[src/rtl/cpu_ctrl_pkg.sv]
// Shared types and constants for the hardwired CPU control unit: FSM states, opcodes,
// datapath function codes and the idle control vector.
package cpu_ctrl_pkg;

  typedef enum logic [2:0] {
    ST_RST,
    ST_FETCH_L,
    ST_FETCH_H,
    ST_DECODE,
    ST_EXEC,
    ST_HALT
  } state_t;

  localparam logic [3:0] OP_NOP = 4'd0;
  localparam logic [3:0] OP_LDI = 4'd1;
  localparam logic [3:0] OP_ALU = 4'd2;
  localparam logic [3:0] OP_BRA = 4'd3;
  localparam logic [3:0] OP_BEQ = 4'd4;
  localparam logic [3:0] OP_LD  = 4'd5;
  localparam logic [3:0] OP_ST  = 4'd6;
  localparam logic [3:0] OP_HLT = 4'd7;

  localparam logic [2:0] FUN_HOLD = 3'b000;
  localparam logic [2:0] FUN_INC  = 3'b001;
  localparam logic [2:0] FUN_LOAD = 3'b010;
  localparam logic [2:0] FUN_CLR  = 3'b011;

  localparam logic [4:0] ALU_PASSA = 5'b10000;

  localparam logic [1:0] OUTD_PC = 2'b00;
  localparam logic [1:0] OUTD_AR = 2'b01;

  localparam logic [2:0] ARF_SEL_PC = 3'b100;

  typedef struct packed {
    logic [2:0] rfOutASel;
    logic [2:0] rfOutBSel;
    logic [2:0] rfFunSel;
    logic [3:0] rfRegSel;
    logic [3:0] rfScrSel;
    logic [4:0] aluFunSel;
    logic       aluWf;
    logic [1:0] arfOutCSel;
    logic [1:0] arfOutDSel;
    logic [2:0] arfFunSel;
    logic [2:0] arfRegSel;
    logic       irLh;
    logic       irWrite;
    logic       memWr;
    logic       memCs;
    logic [1:0] muxASel;
    logic [1:0] muxBSel;
    logic       muxCSel;
  } ctrl_t;

  // Memory chip select is active-low, so idle keeps it high.
  localparam ctrl_t CTRL_IDLE = '{
    rfOutASel:  3'd0,
    rfOutBSel:  3'd0,
    rfFunSel:   FUN_HOLD,
    rfRegSel:   4'd0,
    rfScrSel:   4'd0,
    aluFunSel:  5'd0,
    aluWf:      1'b0,
    arfOutCSel: 2'd0,
    arfOutDSel: OUTD_PC,
    arfFunSel:  FUN_HOLD,
    arfRegSel:  3'd0,
    irLh:       1'b0,
    irWrite:    1'b0,
    memWr:      1'b0,
    memCs:      1'b1,
    muxASel:    2'd0,
    muxBSel:    2'd0,
    muxCSel:    1'b0
  };

  function automatic logic [3:0] regOneHot(input logic [1:0] n);
    return 4'b1000 >> n;
  endfunction

  function automatic logic [2:0] regOutSel(input logic [1:0] n);
    return {1'b0, n};
  endfunction

endpackage

[src/rtl/cpu_exec_decoder.sv]
// EXEC-cycle control vector from registered opcode, IR fields and Z flag.
// Purely combinational, zero latency; no backpressure.
module cpu_exec_decoder
  import cpu_ctrl_pkg::*;
(
  input  logic [3:0]  opcode,
  input  logic [11:0] irField,
  input  logic        zFlag,
  output ctrl_t       ctrl
);

  logic [1:0] rd;
  logic [1:0] ra;
  logic [1:0] rb;

  assign rd = irField[11:10];
  assign ra = irField[9:8];
  assign rb = irField[7:6];

  always_comb begin
    ctrl = CTRL_IDLE;
    case (opcode)
      OP_LDI: begin
        ctrl.muxASel  = 2'b11;
        ctrl.rfFunSel = FUN_LOAD;
        ctrl.rfRegSel = regOneHot(rd);
      end
      OP_ALU: begin
        ctrl.rfOutASel = regOutSel(ra);
        ctrl.rfOutBSel = regOutSel(rb);
        ctrl.aluFunSel = irField[4:0];
        ctrl.aluWf     = 1'b1;
        ctrl.muxASel   = 2'b00;
        ctrl.rfFunSel  = FUN_LOAD;
        ctrl.rfRegSel  = regOneHot(rd);
      end
      OP_BRA: begin
        ctrl.muxBSel   = 2'b11;
        ctrl.arfFunSel = FUN_LOAD;
        ctrl.arfRegSel = ARF_SEL_PC;
      end
      OP_BEQ: begin
        if (zFlag) begin
          ctrl.muxBSel   = 2'b11;
          ctrl.arfFunSel = FUN_LOAD;
          ctrl.arfRegSel = ARF_SEL_PC;
        end
      end
      OP_LD: begin
        ctrl.arfOutDSel = OUTD_AR;
        ctrl.memCs      = 1'b0;
        ctrl.muxASel    = 2'b10;
        ctrl.rfFunSel   = FUN_LOAD;
        ctrl.rfRegSel   = regOneHot(rd);
      end
      OP_ST: begin
        // Store data travels Ra -> ALU pass-through -> MuxC -> memory.
        ctrl.rfOutASel  = regOutSel(ra);
        ctrl.aluFunSel  = ALU_PASSA;
        ctrl.muxCSel    = 1'b0;
        ctrl.arfOutDSel = OUTD_AR;
        ctrl.memCs      = 1'b0;
        ctrl.memWr      = 1'b1;
      end
      default: ;
    endcase
  end

endmodule

[src/rtl/cpu_control_sequencer.sv]
// Hardwired control FSM: 4 cycles per instruction (HLT stops at DECODE), outputs combinational
// from state and IROut; no backpressure. Optional CPU_ILLEGAL_TRAP_EN halts on opcodes 8..15.
module cpu_control_sequencer
  import cpu_ctrl_pkg::*;
(
  input  logic        Clock,
  input  logic        Reset,
  input  logic [15:0] IROut,
  input  logic [3:0]  FlagsOut,
  output logic [2:0]  RF_OutASel,
  output logic [2:0]  RF_OutBSel,
  output logic [2:0]  RF_FunSel,
  output logic [3:0]  RF_RegSel,
  output logic [3:0]  RF_ScrSel,
  output logic [4:0]  ALU_FunSel,
  output logic        ALU_WF,
  output logic [1:0]  ARF_OutCSel,
  output logic [1:0]  ARF_OutDSel,
  output logic [2:0]  ARF_FunSel,
  output logic [2:0]  ARF_RegSel,
  output logic        IR_LH,
  output logic        IR_Write,
  output logic        Mem_WR,
  output logic        Mem_CS,
  output logic [1:0]  MuxASel,
  output logic [1:0]  MuxBSel,
  output logic        MuxCSel,
  output logic        Halted
`ifdef CPU_ILLEGAL_TRAP_EN
  ,
  output logic        Illegal
`endif
);

  state_t     state;
  logic [3:0] opcodeQ;
  ctrl_t      execCtrl;
  ctrl_t      ctrl;
  logic       unusedFlags;

  assign unusedFlags = ^FlagsOut[2:0];

`ifdef CPU_ILLEGAL_TRAP_EN
  logic illegalQ;
  assign Illegal = illegalQ;
`endif

  always_ff @(posedge Clock or negedge Reset) begin
    if (!Reset) begin
      state   <= ST_RST;
      opcodeQ <= OP_NOP;
`ifdef CPU_ILLEGAL_TRAP_EN
      illegalQ <= 1'b0;
`endif
    end else begin
      case (state)
        ST_RST:     state <= ST_FETCH_L;
        ST_FETCH_L: state <= ST_FETCH_H;
        ST_FETCH_H: state <= ST_DECODE;
        ST_DECODE: begin
          opcodeQ <= IROut[15:12];
          if (IROut[15:12] == OP_HLT) begin
            state <= ST_HALT;
          end
`ifdef CPU_ILLEGAL_TRAP_EN
          else if (IROut[15]) begin
            state    <= ST_HALT;
            illegalQ <= 1'b1;
          end
`endif
          else begin
            state <= ST_EXEC;
          end
        end
        ST_EXEC:    state <= ST_FETCH_L;
        ST_HALT:    state <= ST_HALT;
        default:    state <= ST_RST;
      endcase
    end
  end

  cpu_exec_decoder uExecDecoder (
    .opcode  (opcodeQ),
    .irField (IROut[11:0]),
    .zFlag   (FlagsOut[3]),
    .ctrl    (execCtrl)
  );

  always_comb begin
    ctrl = CTRL_IDLE;
    case (state)
      ST_RST: begin
        ctrl.arfRegSel = ARF_SEL_PC;
        ctrl.arfFunSel = FUN_CLR;
      end
      ST_FETCH_L, ST_FETCH_H: begin
        // IR latches the addressed byte while PC steps to the next one.
        ctrl.arfOutDSel = OUTD_PC;
        ctrl.memCs      = 1'b0;
        ctrl.irWrite    = 1'b1;
        ctrl.irLh       = (state == ST_FETCH_H);
        ctrl.arfRegSel  = ARF_SEL_PC;
        ctrl.arfFunSel  = FUN_INC;
      end
      ST_EXEC: ctrl = execCtrl;
      default: ;
    endcase
  end

  assign RF_OutASel  = ctrl.rfOutASel;
  assign RF_OutBSel  = ctrl.rfOutBSel;
  assign RF_FunSel   = ctrl.rfFunSel;
  assign RF_RegSel   = ctrl.rfRegSel;
  assign RF_ScrSel   = ctrl.rfScrSel;
  assign ALU_FunSel  = ctrl.aluFunSel;
  assign ALU_WF      = ctrl.aluWf;
  assign ARF_OutCSel = ctrl.arfOutCSel;
  assign ARF_OutDSel = ctrl.arfOutDSel;
  assign ARF_FunSel  = ctrl.arfFunSel;
  assign ARF_RegSel  = ctrl.arfRegSel;
  assign IR_LH       = ctrl.irLh;
  assign IR_Write    = ctrl.irWrite;
  assign Mem_WR      = ctrl.memWr;
  assign Mem_CS      = ctrl.memCs;
  assign MuxASel     = ctrl.muxASel;
  assign MuxBSel     = ctrl.muxBSel;
  assign MuxCSel     = ctrl.muxCSel;
  assign Halted      = (state == ST_HALT);

endmodule
[config.mk]
export PLATFORM = sky130hd
export DESIGN_NAME = cpu_control_sequencer
export DESIGN_NICKNAME = d
export VERILOG_FILES = /design/src/rtl/cpu_ctrl_pkg.sv /design/src/rtl/cpu_exec_decoder.sv /design/src/rtl/cpu_control_sequencer.sv
export SDC_FILE = /design/constraint.sdc
export NUM_CORES = 1
export LEC_CHECK = 0
export ABC_AREA = 1
export BUFFER_PORTS_ARGS = -buffer_cell sky130_fd_sc_hd__buf_2
export CAP_MARGIN = 30
export CORE_ASPECT_RATIO = 0.6
export CORE_MARGIN = 3
export CORE_UTILIZATION = 30
export DETAILED_ROUTE_END_ITERATION = 12
export PLACE_DENSITY = 0.67
export SYNTH_ARGS = -nofsm -noshare
export SYNTH_HDL_FRONTEND = slang
export SYNTH_SLANG_ARGS = --single-unit
[constraint.sdc]
create_clock -name Clock -period 1 [get_ports Clock]
set_input_delay 0 -clock Clock [delete_from_list [all_inputs] [get_ports Clock]]
set_output_delay 0 -clock Clock [all_outputs]
set_load 0.02 [all_outputs]
* Yosys cells after proc, flatten, opt, wreduce, memory -nomap -nowiden
Index checks and enable logic that the tools add are counted.
** Storage, ports and cells
- Bits in registers :: 7
- Input bits :: 22
- Output and inout port bits :: 43
- Word-level logic and storage cells :: 43
** Operators by class
- Eq/ne operators :: 12
- Shift operators :: 1
- Multiplexer cells :: 22
- Reduce and logical (&&, ||, !) cells :: 6
** Operators with widths (count)
- 2-to-1 mux 25 bit :: 1
- case mux 5 bit (2 select lines) :: 2
- case mux 6 bit (3 select lines) :: 1
- == test 4 x 3 -> 1 bit (second input constant) :: 4
- case mux 3 bit (5 select lines) :: 1
- 2-to-1 mux 2 bit :: 5
- 2-to-1 mux 5 bit :: 2
- == test 4 x 2 -> 1 bit (second input constant) :: 2
- case mux 2 bit (2 select lines) :: 2
- OR reduction 2 bit :: 4
- == test 3 x 2 -> 1 bit (second input constant) :: 2
- == test 3 bit (second input constant) :: 2
- 2-to-1 mux 1 bit :: 6
- 2-to-1 mux 6 bit :: 1
- == test 4 x 1 -> 1 bit (second input constant) :: 1
- >> shifter 4 x 2 -> 4 bit (first input constant) :: 1
- == test 3 x 1 -> 1 bit (second input constant) :: 1
- zero test 3 bit :: 1
- OR reduction 3 bit :: 1
- case mux 1 bit (2 select lines) :: 1

* Depth between registers and ports, before layout
Gate-level depths: netlist of the first run.
- Depth after elaboration :: 4
- Gate-level depth with buffers :: 7

* Modules after synthesis
A second synthesis of the first run with hierarchy kept.
** Unflattened totals
- Cells, all modules :: 204
- Area, all modules :: 1239.9 µm²
** By module, submodules not included
- cpu_control_sequencer :: times used 1, cells an instance 130, area an instance 843.3 µm², sequential area each 175.2 µm²
- cpu_exec_decoder :: times used 1, cells an instance 74, area an instance 396.6 µm², sequential area each 0.0 µm²

* Worst setup path before layout of the first run
OpenSTA, ideal clock, no wires.
- Path kind :: register to output
- Start :: register state[2]
- End :: output Mem_CS
- Arrival :: 1170 ps
- Required time :: 1000 ps
- Setup slack :: -170 ps
- Cell stages (with the launch flop) :: 5
- Path buffers :: 0
- Cells stage by stage :: dfrtp_1 inv_2 o21ai_1 nor2_1 a21oi_1
** On the way
- Cells in the longest elaborated chain, start to end :: 3
** Ends and longest elaborated chain
- start: declaration :: RTL line cpu_control_sequencer.sv:35 : state_t state;
- start signal: assignment :: RTL line cpu_control_sequencer.sv:50 : state <= ST_RST;
- start signal: assignment :: RTL line cpu_control_sequencer.sv:57 : ST_RST: state <= ST_FETCH_L;
- start signal: assignment :: RTL line cpu_control_sequencer.sv:58 : ST_FETCH_L: state <= ST_FETCH_H;
- == test 3 x 2 -> 1 bit / == test 3 x 1 -> 1 bit (equally long branches) :: RTL line cpu_control_sequencer.sv:91 : case (state)
- OR reduction 2 bit :: RTL line cpu_control_sequencer.sv:91
- case mux 1 bit (2 select lines) * :: RTL line cpu_control_sequencer.sv:91
- end: declaration :: RTL line cpu_control_sequencer.sv:24 : output logic Mem_CS,
Every way passes the cells marked *; elsewhere a longest branch is shown, timed or not.

* Worst setup path after layout of the first run
- Start :: register opcodeQ[1]
- End :: output RF_RegSel[1]
** On the way
- Cells in the longest elaborated chain, start to end :: 4
** Ends and longest elaborated chain
- start: declaration :: RTL line cpu_control_sequencer.sv:36 : logic [3:0] opcodeQ;
- start signal: assignment :: RTL line cpu_control_sequencer.sv:61 : opcodeQ <= IROut[15:12];
- == test 4 x 1 -> 1 bit, or another cell as far along :: RTL line cpu_exec_decoder.sv:22 : case (opcode)
- OR reduction 3 bit (no source line) *
- 2-to-1 mux 6 bit *
- 2-to-1 mux 25 bit * :: RTL line cpu_control_sequencer.sv:91
- end: declaration :: RTL line cpu_control_sequencer.sv:13 : output logic [3:0] RF_RegSel,
Marked as above.

==> PnR_summary.wiki, run 1 <==
{| class="wikitable"
! Metric !! Value
|-
| Number of H-tree levels || 1
|-
| Class of the most critical setup path || reg2out
|-
| Port buffer count || 45
|-
| Fin cells || 213
|-
| TritonCTS clock tree || built
|-
| Min-Delay Path Class || in2reg
|-
| Post-layout nets || 206
|-
| Number of cells produced by synthesis || 117
|-
| Synthesized cell area || 744 um^2
|-
| Fraction of the cycle the final worst path needs || 139%
|-
| Gate power share || 75.1%
|-
| Area added between synthesis and finish || 94.8%
|-
| Power, Total || 4.02 mW
|-
| Post-detail-place hpwl || 1770 um
|-
| Violations in the final reports || negative setup slack
|-
| Die Y-Extent || 44.6 um
|-
| Number of slew-limit violations in the final report || 0
|-
| Layout cells sized above 1 || 68.3%
|-
| Worst-Skew Late Latency || 230 ps
|-
| Drt pass-1 iters || 4
|-
| Worst setup margin || -390 ps
|-
| Average footprint of a synthesized cell || 6.36 um^2
|-
| Setup violation total in the final timing report || 32
|-
| VDD IR-drop max || 0.00146 V
|-
| Final weighted congestion in routability-driven placement || 0.822
|-
| Placed instance count || 201
|-
| Global router's overall resource usage || 15.0%
|-
| Max-Cap Viols || 0
|-
| Internal power || 1.97 mW
|-
| Wire length after detailed routing || 2510 um
|-
| Max FO, Critical Path || 7
|-
| Count of cell types in the netlist || 17
|-
| Net Sw Frac || 51.0%
|-
| Number of antenna violations at the first check in global routing || 0
|-
| Clock sink count || 7
|-
| DR iter-0 viols || 37
|-
| Fraction of power consumed by the clock network || 10.1%
|-
| Core area || 0.00226 mm^2
|-
| Register bit count reported by yosys || 7
|-
| Clk Tree Root Cell || sky130_fd_sc_hd__clkbuf_8
|-
| Fmax || 719 MHz
|-
| Number of remaining DRC errors || 0
|-
| Worst setup SP type || register
|-
| Count of vias placed by the detailed router || 912
|-
| Routed len/inst || 11.8 um
|-
| Worst Hold Slack || 4.34 ps
|-
| Maximum clock path buffer count || 2
|-
| Final hold vios || 0
|-
| Final-layout setup total negative slack || -8970 ps
|-
| Global-route wire length before repair || 3720 um
|-
| Leakage power summed over all cells || 0.800 nW
|-
| Full die area || 0.00313 mm^2
|-
| Endpoint type of the worst setup path || primary output
|-
| Data arrival at the endpoint of the critical path || 1390 ps
|-
| Total of warnings raised by yosys || 0
|-
| Clock skew after layout || 2.21 ps
|-
| Cell area power density || 2770 mW/mm^2
|-
| Clock input transition at the sequential cells of the worst setup and hold paths || 40 ps
|-
| Average vias per placed instance || 4.28
|-
| Antenna diodes || 0
|-
| Maximum number of pins on one net before global-route repair || 10
|-
| Initial core utilization || 32.9%
|-
| Number of placement rows || 13
|-
| RSZ-0062 raised after global routing || true
|-
| Fin crit period || 1390 ps
|-
| DRT antenna net count || 0
|-
| Die X || 70.3 um
|-
| Switch Pwr || 2.05 mW
|-
| Result of the run || finished, violations left
|-
| Flop pwr share || 14.8%
|-
| TritonCTS Buffers || 3
|-
| Final non-filler cell area || 0.00145 mm^2
|-
| Post-synthesis sequential area ratio || 23.5%
|-
| Aggregate global routing overflow || 0
|-
| Instance area at placement || 0.00109 mm^2
|-
| Critical path required time || 1000 ps
|-
| Top-Level Pins || 65
|-
| Number of global-route vias before repair || 829
|}
[final timing paths]
| kind | slack, ps | to | start | depth (start not counted) |
|---|---|---|---|---|
| min in group asynchronous | 140 | opcodeQ[0] | Reset | 2 |
| hold reg to reg | 620 | opcodeQ[2] | opcodeQ[2] | 3 |
| setup reg to reg | -90 | state[2] | state[0] | 4 |
| setup / recovery | -390 | RF_RegSel[1] | opcodeQ[1] | 6 |
| hold / removal | 4 | opcodeQ[0] | IROut[12] | 3 |
| max in group asynchronous | 690 | opcodeQ[3] | Reset | 2 |
[worst max-delay path, stage by stage, from the launching register on]
cell,delay [ps]
sky130_fd_sc_hd__dfrtp_2,440
sky130_fd_sc_hd__inv_2,100
sky130_fd_sc_hd__nand2_1,70
sky130_fd_sc_hd__nor2_2,130
sky130_fd_sc_hd__nand2_4,120
sky130_fd_sc_hd__a21oi_2,170
sky130_fd_sc_hd__buf_6,130
[state kept, by name (all words and copies together) (netlist names)]
name     flops
state        3
opcodeQ      4
[cell usage after synthesis, drive strengths merged]
master	n	area (um^2)
nand4	1	6.26
a21oi	8	55.1
inv	18	67.6
o21ai	6	30.0
nor3	2	10.0
dfrtp	7	175
nor2	19	104
nand3	5	25.0
buf	16	120
conb	1	3.75
nand2	34	148
[routing by layer]
| layer | vias up | routed length (um) | GRT usage, % |
|---|---|---|---|
| met4 | 0 | 22 | 5.73 |
| met1 | 416 | 1010 | 18.0 |
| met2 | 32 | 1330 | 26.4 |
| met3 | 5 | 140 | 3.85 |
| li1 | 459 | - | - |
| met5 | - | 0 | 0 |
[power groups by stage]
stage | clock network, mW | logic (mW) | registers, mW
final | 0.405 | 3.02 | 0.597
after global routing | 0.443 | 3.26 | 0.612
after CTS | 0.411 | 2.57 | 0.573
after detailed placement | 0 | 2.14 | 0.546
after global placement | 0 | 2.10 | 0.542
after floorplan | 0 | 1.43 | 0.550
[cell families (layout without fill, tap and decap cells)]
kind of cell	Yosys count	in the layout	synth area share [%]
simple gates	61	61	39.3
buf+inv	34	86	25.2
compound gates	14	14	11.4
flops	7	7	23.5
other cells	1	15	0.504
[timing repair]
action | CTS | global route
cloned | 0 | 0
hold buffers | 2 | 0
setup endpoints to repair | 33 | 32
pin swaps | 5 | 5
setup buffers | 4 | 5
gates resized for setup | 46 | 40
hold endpoints to repair | 8 | 0
[cell type report]
type / instances / area, um^2
sequential: 7 / 178
multi-input combinational: 90 / 617
clock buffer: 4 / 45.0
tap: 30 / 37.5
timing repair buffer: 64 / 493
fill: 202 / 811
inverter: 18 / 80.1
[layout by cell type (no fill, tap or decap), drive strengths merged]
cell and n:
dlygate4sd3 2, buf 62, nor2 19, dfrtp 7, conb 15, nor3 2, clkbuf 4, nand2 34
a21oi 8, inv 18, nand4 1, o21ai 6, nand3 5
[through the flow]
stage / util (%) / setup WS (ps)
after floorplan: - / -84.9
after global placement: 48.0 / -159
after detailed placement: 48.0 / -217
after CTS: 57.7 / -384
after global routing: 64.1 / -483
final: 64.1 / -390
(Power assumes the default switching activity.)
==> run 2, diff against run 1 <==
--- a/config.mk
+++ b/config.mk
@@ -9,7 +9,7 @@
 export BUFFER_PORTS_ARGS = -buffer_cell sky130_fd_sc_hd__buf_2
 export CAP_MARGIN = 30
 export CORE_ASPECT_RATIO = 0.6
-export CORE_MARGIN = 3
+export CORE_MARGIN = 5
 export CORE_UTILIZATION = 30
 export DETAILED_ROUTE_END_ITERATION = 12
 export PLACE_DENSITY = 0.67
==> PnR_summary.wiki, run 2 (synthesis results as in run 1) <==
{| class="wikitable"
! Metric !! Value
|-
| Result of the run || finished, violations left
|-
| Clk Tree Root Cell || sky130_fd_sc_hd__clkbuf_8
|-
| Clock skew after layout || 3.22 ps (+1.01 ps)
|-
| Number of slew-limit violations in the final report || 0 (unchanged)
|-
| Max-Cap Viols || 0 (unchanged)
|-
| Count of vias placed by the detailed router || 985 (+8.0%)
|-
| Number of remaining DRC errors || 0 (unchanged)
|-
| Die X || 74.3 um (+5.7%)
|-
| DRT antenna net count || 0 (unchanged)
|-
| Final weighted congestion in routability-driven placement || 0.804 (-2.2%)
|-
| Die Y-Extent || 48.6 um (+9.0%)
|-
| Endpoint type of the worst setup path || primary output
|-
| Core area || 0.00243 mm^2 (+7.7%)
|-
| Average vias per placed instance || 4.34 (+1.3%)
|-
| DR iter-0 viols || 55 (+49%)
|-
| Most used cell along the critical path || sky130_fd_sc_hd__nand2_1
|-
| Leading cell types in the layout, fill and taps excluded || sky130_fd_sc_hd__buf_6 (27), sky130_fd_sc_hd__buf_4 (27), sky130_fd_sc_hd__buf_2 (19)
|-
| Worst setup margin || -451 ps (-60.8 ps)
|-
| Global router's overall resource usage || 15.8% (+0.75 points)
|-
| Number of global-route vias before repair || 952 (+15%)
|-
| Initial core utilization || 30.6% (-2.4 points)
|-
| End-of-flow core utilization || 68.7% (+4.5 points)
|-
| TritonCTS Buffers || 3 (unchanged)
|-
| Delay of the slowest critical-path stage || 410 ps (-30 ps)
|-
| Number of H-tree levels || 1 (unchanged)
|-
| Layout cells sized above 1 || 70.3% (+2.0 points)
|-
| Clock sink count || 7 (unchanged)
|-
| Full die area || 0.00361 mm^2 (+15%)
|-
| Max reg flops || 4 (unchanged)
|-
| Drt pass-1 iters || 4 (unchanged)
|-
| Critical path required time || 1000 ps (about the same)
|-
| Global-route wire length before repair || 4450 um (+20%)
|-
| Final hold vios || 0 (unchanged)
|-
| Class of the most critical setup path || reg2out
|-
| Top-Level Pins || 65 (unchanged)
|-
| Instance area at placement || 0.00109 mm^2 (+0.23%)
|-
| Clock input transition at the sequential cells of the worst setup and hold paths || 40 ps (about the same)
|-
| Cell area power density || 2880 mW/mm^2 (+3.7%)
|-
| Critical Path, Cell by Cell || nor2_2 > nand3_1 > nand2_1 > nand2_1 > nand2_1 > buf_4
|-
| Fin cells || 227 (+6.6%)
|-
| Pre-CTS WS || -190 ps (+27.5 ps)
|-
| Register name with the most flops || opcodeQ
|-
| Power, Total || 4.81 mW (+20%)
|-
| Antenna diodes || 0 (unchanged)
|-
| Fraction of the cycle the final worst path needs || 145% (+6.1 points)
|-
| Number of buffers and inverters on the critical path || 1 (-1)
|-
| Port buffer count || 45 (unchanged)
|-
| Aggregate global routing overflow || 0 (unchanged)
|-
| Number of placement rows || 14 (+1)
|-
| Min-Delay Path Class || in2reg
|-
| Maximum clock path buffer count || 2 (unchanged)
|-
| VDD IR-drop max || 0.00168 V (+15%)
|-
| Largest registers ranked by flip-flop count || opcodeQ x4, state x3
|-
| Worst-Skew Late Latency || 230 ps (about the same)
|-
| Max FO, Critical Path || 3 (-4)
|-
| Worst setup SP type || register
|-
| Data arrival at the endpoint of the critical path || 1450 ps (+60 ps)
|-
| Fmax || 689 MHz (-4.2%)
|-
| Number of fill cells || 189 (-6.4%)
|-
| RSZ-0062 raised after global routing || true
|-
| Post-detail-place hpwl || 1920 um (+8.5%)
|-
| Setup violation total in the final timing report || 35 (+9.4%)
|-
| Leakage power summed over all cells || 0.845 nW (+5.7%)
|-
| Maximum number of pins on one net before global-route repair || 9 (-1)
|-
| Fin crit period || 1450 ps (+60.8 ps)
|-
| Placed instance count || 203 (+1.0%)
|-
| Violations in the final reports || negative setup slack
|-
| Number of antenna violations at the first check in global routing || 0 (unchanged)
|-
| Routed len/inst || 14.2 um (+21%)
|-
| TritonCTS clock tree || built
|-
| Post-layout nets || 218 (+5.8%)
|-
| Cell type of the slowest stage on the worst timing path || sky130_fd_sc_hd__dfrtp_1
|-
| Dominant delay contributor by cell family on the critical path || simple AND/OR/NAND/NOR gates
|-
| Wire length after detailed routing || 3220 um (+29%)
|-
| Area added between synthesis and finish || 125%
|-
| Final non-filler cell area || 0.00167 mm^2 (+15%)
|}
run 2: per-stage QoR:
stage | hold WS, ps | TNS, ps
after floorplan | -296 | -1130
after global placement | -161 | -2510
after detailed placement | -157 | -3470
after CTS | 3.13 | -9870
after global routing | 24.5 | -13560
final | 0.407 | -11410
run 2: path summary, 6_finish.rpt:
path / startpoint / to / slack [ps] / cells after the start
max in group asynchronous: Reset / opcodeQ[1] / 700 / 2
setup reg to reg: state[1] / state[1] / -230 / 6
hold / removal: IROut[12] / opcodeQ[0] / 0.4 / 3
hold reg to reg: opcodeQ[2] / opcodeQ[2] / 640 / 3
min in group asynchronous: Reset / state[2] / 140 / 2
setup / recovery: opcodeQ[3] / ARF_FunSel[1] / -450 / 6
run 2: timing repair:
item	CTS	global route
hold endpoints to repair	7	0
cloned	1	0
buffers inserted	9	10
hold buffers	1	0
setup endpoints to repair	33	35
gates resized for setup	85	30
pin swaps	11	9
run 2: worst reg2reg max path: cells and delay by family, from the launching register on:
family,cells,cell delay (ps)
flip-flops,1,380
AO/OA/AOI/OAI,1,190
buffers and inverters,4,460
AND/OR/NAND/NOR,1,80
run 2: area by class of cell:
cell class	instances	area (um^2)	area share [%]
inverters	18	82.6	4.94
multi-input cells	90	686	41.0
well taps	32	40.0	2.40
repair inverters	1	11.3	0.674
repair buffers	75	632	37.8
clock buffers	4	45.0	2.69
flip-flops and latches	7	175	10.5
run 2: power breakdown:
group | switching (mW) | total [mW] | leakage (nW) | internal (mW)
combinational | 2.12 | 3.83 | 0.737 | 1.70
sequential | 0.146 | 0.575 | 0.0855 | 0.430
clock | 0.132 | 0.408 | 0.0228 | 0.277
total | 2.40 | 4.81 | 0.845 | 2.41
run 2: routing by layer:
layer / track usage (%) / share of wire (%)
met5: 0 / 0
met3: 3.31 / 6.1
met4: 3.25 / 1.5
met1: 19.4 / 39
met2: 28.1 / 54
==> run 3, diff against run 2 <==
--- a/config.mk
+++ b/config.mk
@@ -11,6 +11,7 @@
 export CORE_ASPECT_RATIO = 0.6
 export CORE_MARGIN = 5
 export CORE_UTILIZATION = 30
+export CTS_BUF_LIST = sky130_fd_sc_hd__clkbuf_16
 export DETAILED_ROUTE_END_ITERATION = 12
 export PLACE_DENSITY = 0.67
 export SYNTH_ARGS = -nofsm -noshare
==> PnR_summary.wiki, run 3 (synthesis results as in run 1) <==
{| class="wikitable"
! Metric !! Value
|-
| Area added between synthesis and finish || 99.3%
|-
| Average vias per placed instance || 4.20 (-3.1%)
|-
| Worst-Skew Late Latency || 230 ps (about the same)
|-
| Top-Level Pins || 65 (unchanged)
|-
| Hold wc startpoint || IROut[15]
|-
| Port buffer count || 45 (unchanged)
|-
| VDD IR-drop max || 0.00171 V (+1.6%)
|-
| Global-route wire length before repair || 3990 um (-10%)
|-
| Final hold vios || 1 (+1)
|-
| Routed len/inst || 12.0 um (-16%)
|-
| Internal power || 2.35 mW (-2.5%)
|-
| Critical Path, Cell by Cell || inv_2 > nand2_4 > nor2_8 > inv_4 > nor2_2 > buf_2
|-
| Clock input transition at the sequential cells of the worst setup and hold paths || 40 ps (about the same)
|-
| Delay of the slowest critical-path stage || 380 ps (-30 ps)
|-
| Net Sw Frac || 47.3% (-2.6 points)
|-
| Power, Total || 4.45 mW (-7.4%)
|-
| Max reg flops || 4 (unchanged)
|-
| Final weighted congestion in routability-driven placement || 0.804 (unchanged)
|-
| Leading cell types in the layout, fill and taps excluded || sky130_fd_sc_hd__buf_4 (25), sky130_fd_sc_hd__buf_2 (24), sky130_fd_sc_hd__nand2_1 (21)
|-
| Layout cells sized above 1 || 68.1% (-2.1 points)
|-
| Number of fill cells || 232 (+23%)
|-
| CP Launch Point || state[0]
|-
| Gate power share || 72.2% (-7.3 points)
|-
| Number of placement rows || 14 (unchanged)
|-
| Critical path required time || 1000 ps (about the same)
|-
| Flop pwr share || 12.9% (+0.9 points)
|-
| Wire length after detailed routing || 2600 um (-19%)
|-
| Cell type of the slowest stage on the worst timing path || sky130_fd_sc_hd__dfrtp_1
|-
| Worst Hold Slack || -0.256 ps (-0.663 ps)
|-
| Min-Delay Path Class || in2reg
|-
| Fraction of power consumed by the clock network || 14.9% (+6.4 points)
|-
| Class of the most critical setup path || reg2out
|-
| Fmax || 703 MHz (+2.0%)
|-
| Placed instance count || 203 (unchanged)
|-
| Cell area power density || 3000 mW/mm^2 (+4.3%)
|-
| Die X || 74.3 um (unchanged)
|-
| Violations in the final reports || negative hold slack, negative setup slack
|-
| DRT antenna net count || 0 (unchanged)
|-
| Most common cell after layout, fill and taps aside || sky130_fd_sc_hd__buf_4
|-
| Worst setup SP type || register
|-
| Reg2Reg Launch Point || state[0]
|-
| Post-layout nets || 208 (-4.6%)
|-
| Maximum number of pins on one net before global-route repair || 10 (+1)
|-
| Full die area || 0.00361 mm^2 (unchanged)
|-
| Die Y-Extent || 48.6 um (unchanged)
|-
| Clk Tree Root Cell || sky130_fd_sc_hd__clkbuf_16
|-
| Number of remaining DRC errors || 0 (unchanged)
|-
| TritonCTS Buffers || 3 (unchanged)
|-
| Switch Pwr || 2.11 mW (-12%)
|-
| Largest registers ranked by flip-flop count || opcodeQ x4, state x3
|-
| Leakage power summed over all cells || 0.792 nW (-6.3%)
|-
| Antenna diodes || 0 (unchanged)
|-
| Global router's overall resource usage || 13.9% (-1.8 points)
|-
| Aggregate global routing overflow || 0 (unchanged)
|-
| Result of the run || finished, violations left
|-
| Number of global-route vias before repair || 893 (-6.2%)
|-
| Post-detail-place hpwl || 1920 um (unchanged)
|-
| Register name with the most flops || opcodeQ
|-
| Setup violation total in the final timing report || 34 (-2.9%)
|-
| DR iter-0 viols || 26 (-53%)
|-
| Maximum clock path buffer count || 2 (unchanged)
|-
| Endpoint type of the worst setup path || primary output
|-
| Number of buffers and inverters on the critical path || 3 (+2)
|-
| Number of H-tree levels || 1 (unchanged)
|-
| Clock sink count || 7 (unchanged)
|-
| Fin cells || 217 (-4.4%)
|-
| Max-Cap Viols || 0 (unchanged)
|-
| Number of antenna violations at the first check in global routing || 0 (unchanged)
|-
| Core area || 0.00243 mm^2 (unchanged)
|-
| TritonCTS clock tree || built
|-
| Fraction of the cycle the final worst path needs || 142% (-2.8 points)
|-
| Max FO, Critical Path || 9 (+6)
|-
| Drt pass-1 iters || 4 (unchanged)
|-
| Count of vias placed by the detailed router || 912 (-7.4%)
|-
| Number of slew-limit violations in the final report || 0 (unchanged)
|-
| Data arrival at the endpoint of the critical path || 1420 ps (-30 ps)
|-
| Worst setup margin || -422 ps (+28.4 ps)
|-
| Clock skew after layout || 2.21 ps (-1.01 ps)
|-
| Initial core utilization || 30.6% (unchanged)
|-
| RSZ-0062 raised after global routing || true
|-
| Fin crit period || 1420 ps (-28.4 ps)
|-
| Dominant delay contributor by cell family on the critical path || buffers and inverters
|}
## run 3: changes by cell type in the layout (fill, tap and decap cells not counted), sizes merged
cell,before,now
buf,74,65
clkbuf,4,3
## run 3: worst paths after layout
check                                end  slack, ps  cells after the start
min                           opcodeQ[3]       -0.3                      3
max reg2reg                     state[0]        -60                      6
min in group asynchronous       state[0]        130                      2
max                        RF_OutBSel[0]       -420                      6
max in group asynchronous     opcodeQ[3]        690                      2
min reg2reg                     state[0]        620                      2
## run 3: area by class of cell
class | instances | area [um^2] | share of cell area (%)
clock buffers | 3 | 75.1 | 5.06
clock inverters | 1 | 3.75 | 0.253
well taps | 32 | 40.0 | 2.70
inverters | 18 | 80.1 | 5.40
flip-flops and latches | 7 | 176 | 11.9
multi-input cells | 90 | 611 | 41.1
repair buffers | 66 | 498 | 33.6
## run 3: per-stage QoR
stage | setup WS [ps] | TNS [ps] | area, um^2 | util (%)
2_1_floorplan | -84.9 | -1130 | 861 | -
3_3_place_gp | -147 | -2510 | 1090 | 44.7
3_5_place_dp | -190 | -3470 | 1090 | 44.7
4_1_cts | -419 | -9670 | 1360 | 55.9
5_1_grt | -507 | -12270 | 1480 | 60.9
6_report | -422 | -9860 | 1480 | 60.9
## run 3: what timing repair did
item / in CTS / in global routing
pin swaps: 4 / 7
hold buffers: 1 / 0
endpoints found under the setup margin: 33 / 34
setup buffers: 3 / 7
resized for setup: 52 / 28
hold endpoints to repair: 7 / 0
## run 3: metal layers
layer | share of wire (%) | track usage [%]
met2 | 50 | 23.5
met3 | 6.7 | 3.31
met1 | 41 | 17.2
met5 | 0 | 0
met4 | 1.6 | 4.73
## run 3: worst reg2reg max path, cell delays in order (launching register included)
cell                      delay (ps)
sky130_fd_sc_hd__dfrtp_1         380
sky130_fd_sc_hd__buf_4           140
sky130_fd_sc_hd__buf_4           140
sky130_fd_sc_hd__nand3_4          80
sky130_fd_sc_hd__inv_6            60
sky130_fd_sc_hd__nand2_2          80
sky130_fd_sc_hd__nand3_2          60
## run 3: power by group through the flow
stage                     Clock [mW]  Sequential [mW]  Combinational, mW
after CTS                      0.677            0.566               2.64
after global placement             0            0.542               2.12
after detailed placement           0            0.550               2.16
final                          0.663            0.574               3.22
after global routing           0.687            0.594               3.45
after floorplan                    0            0.550               1.43
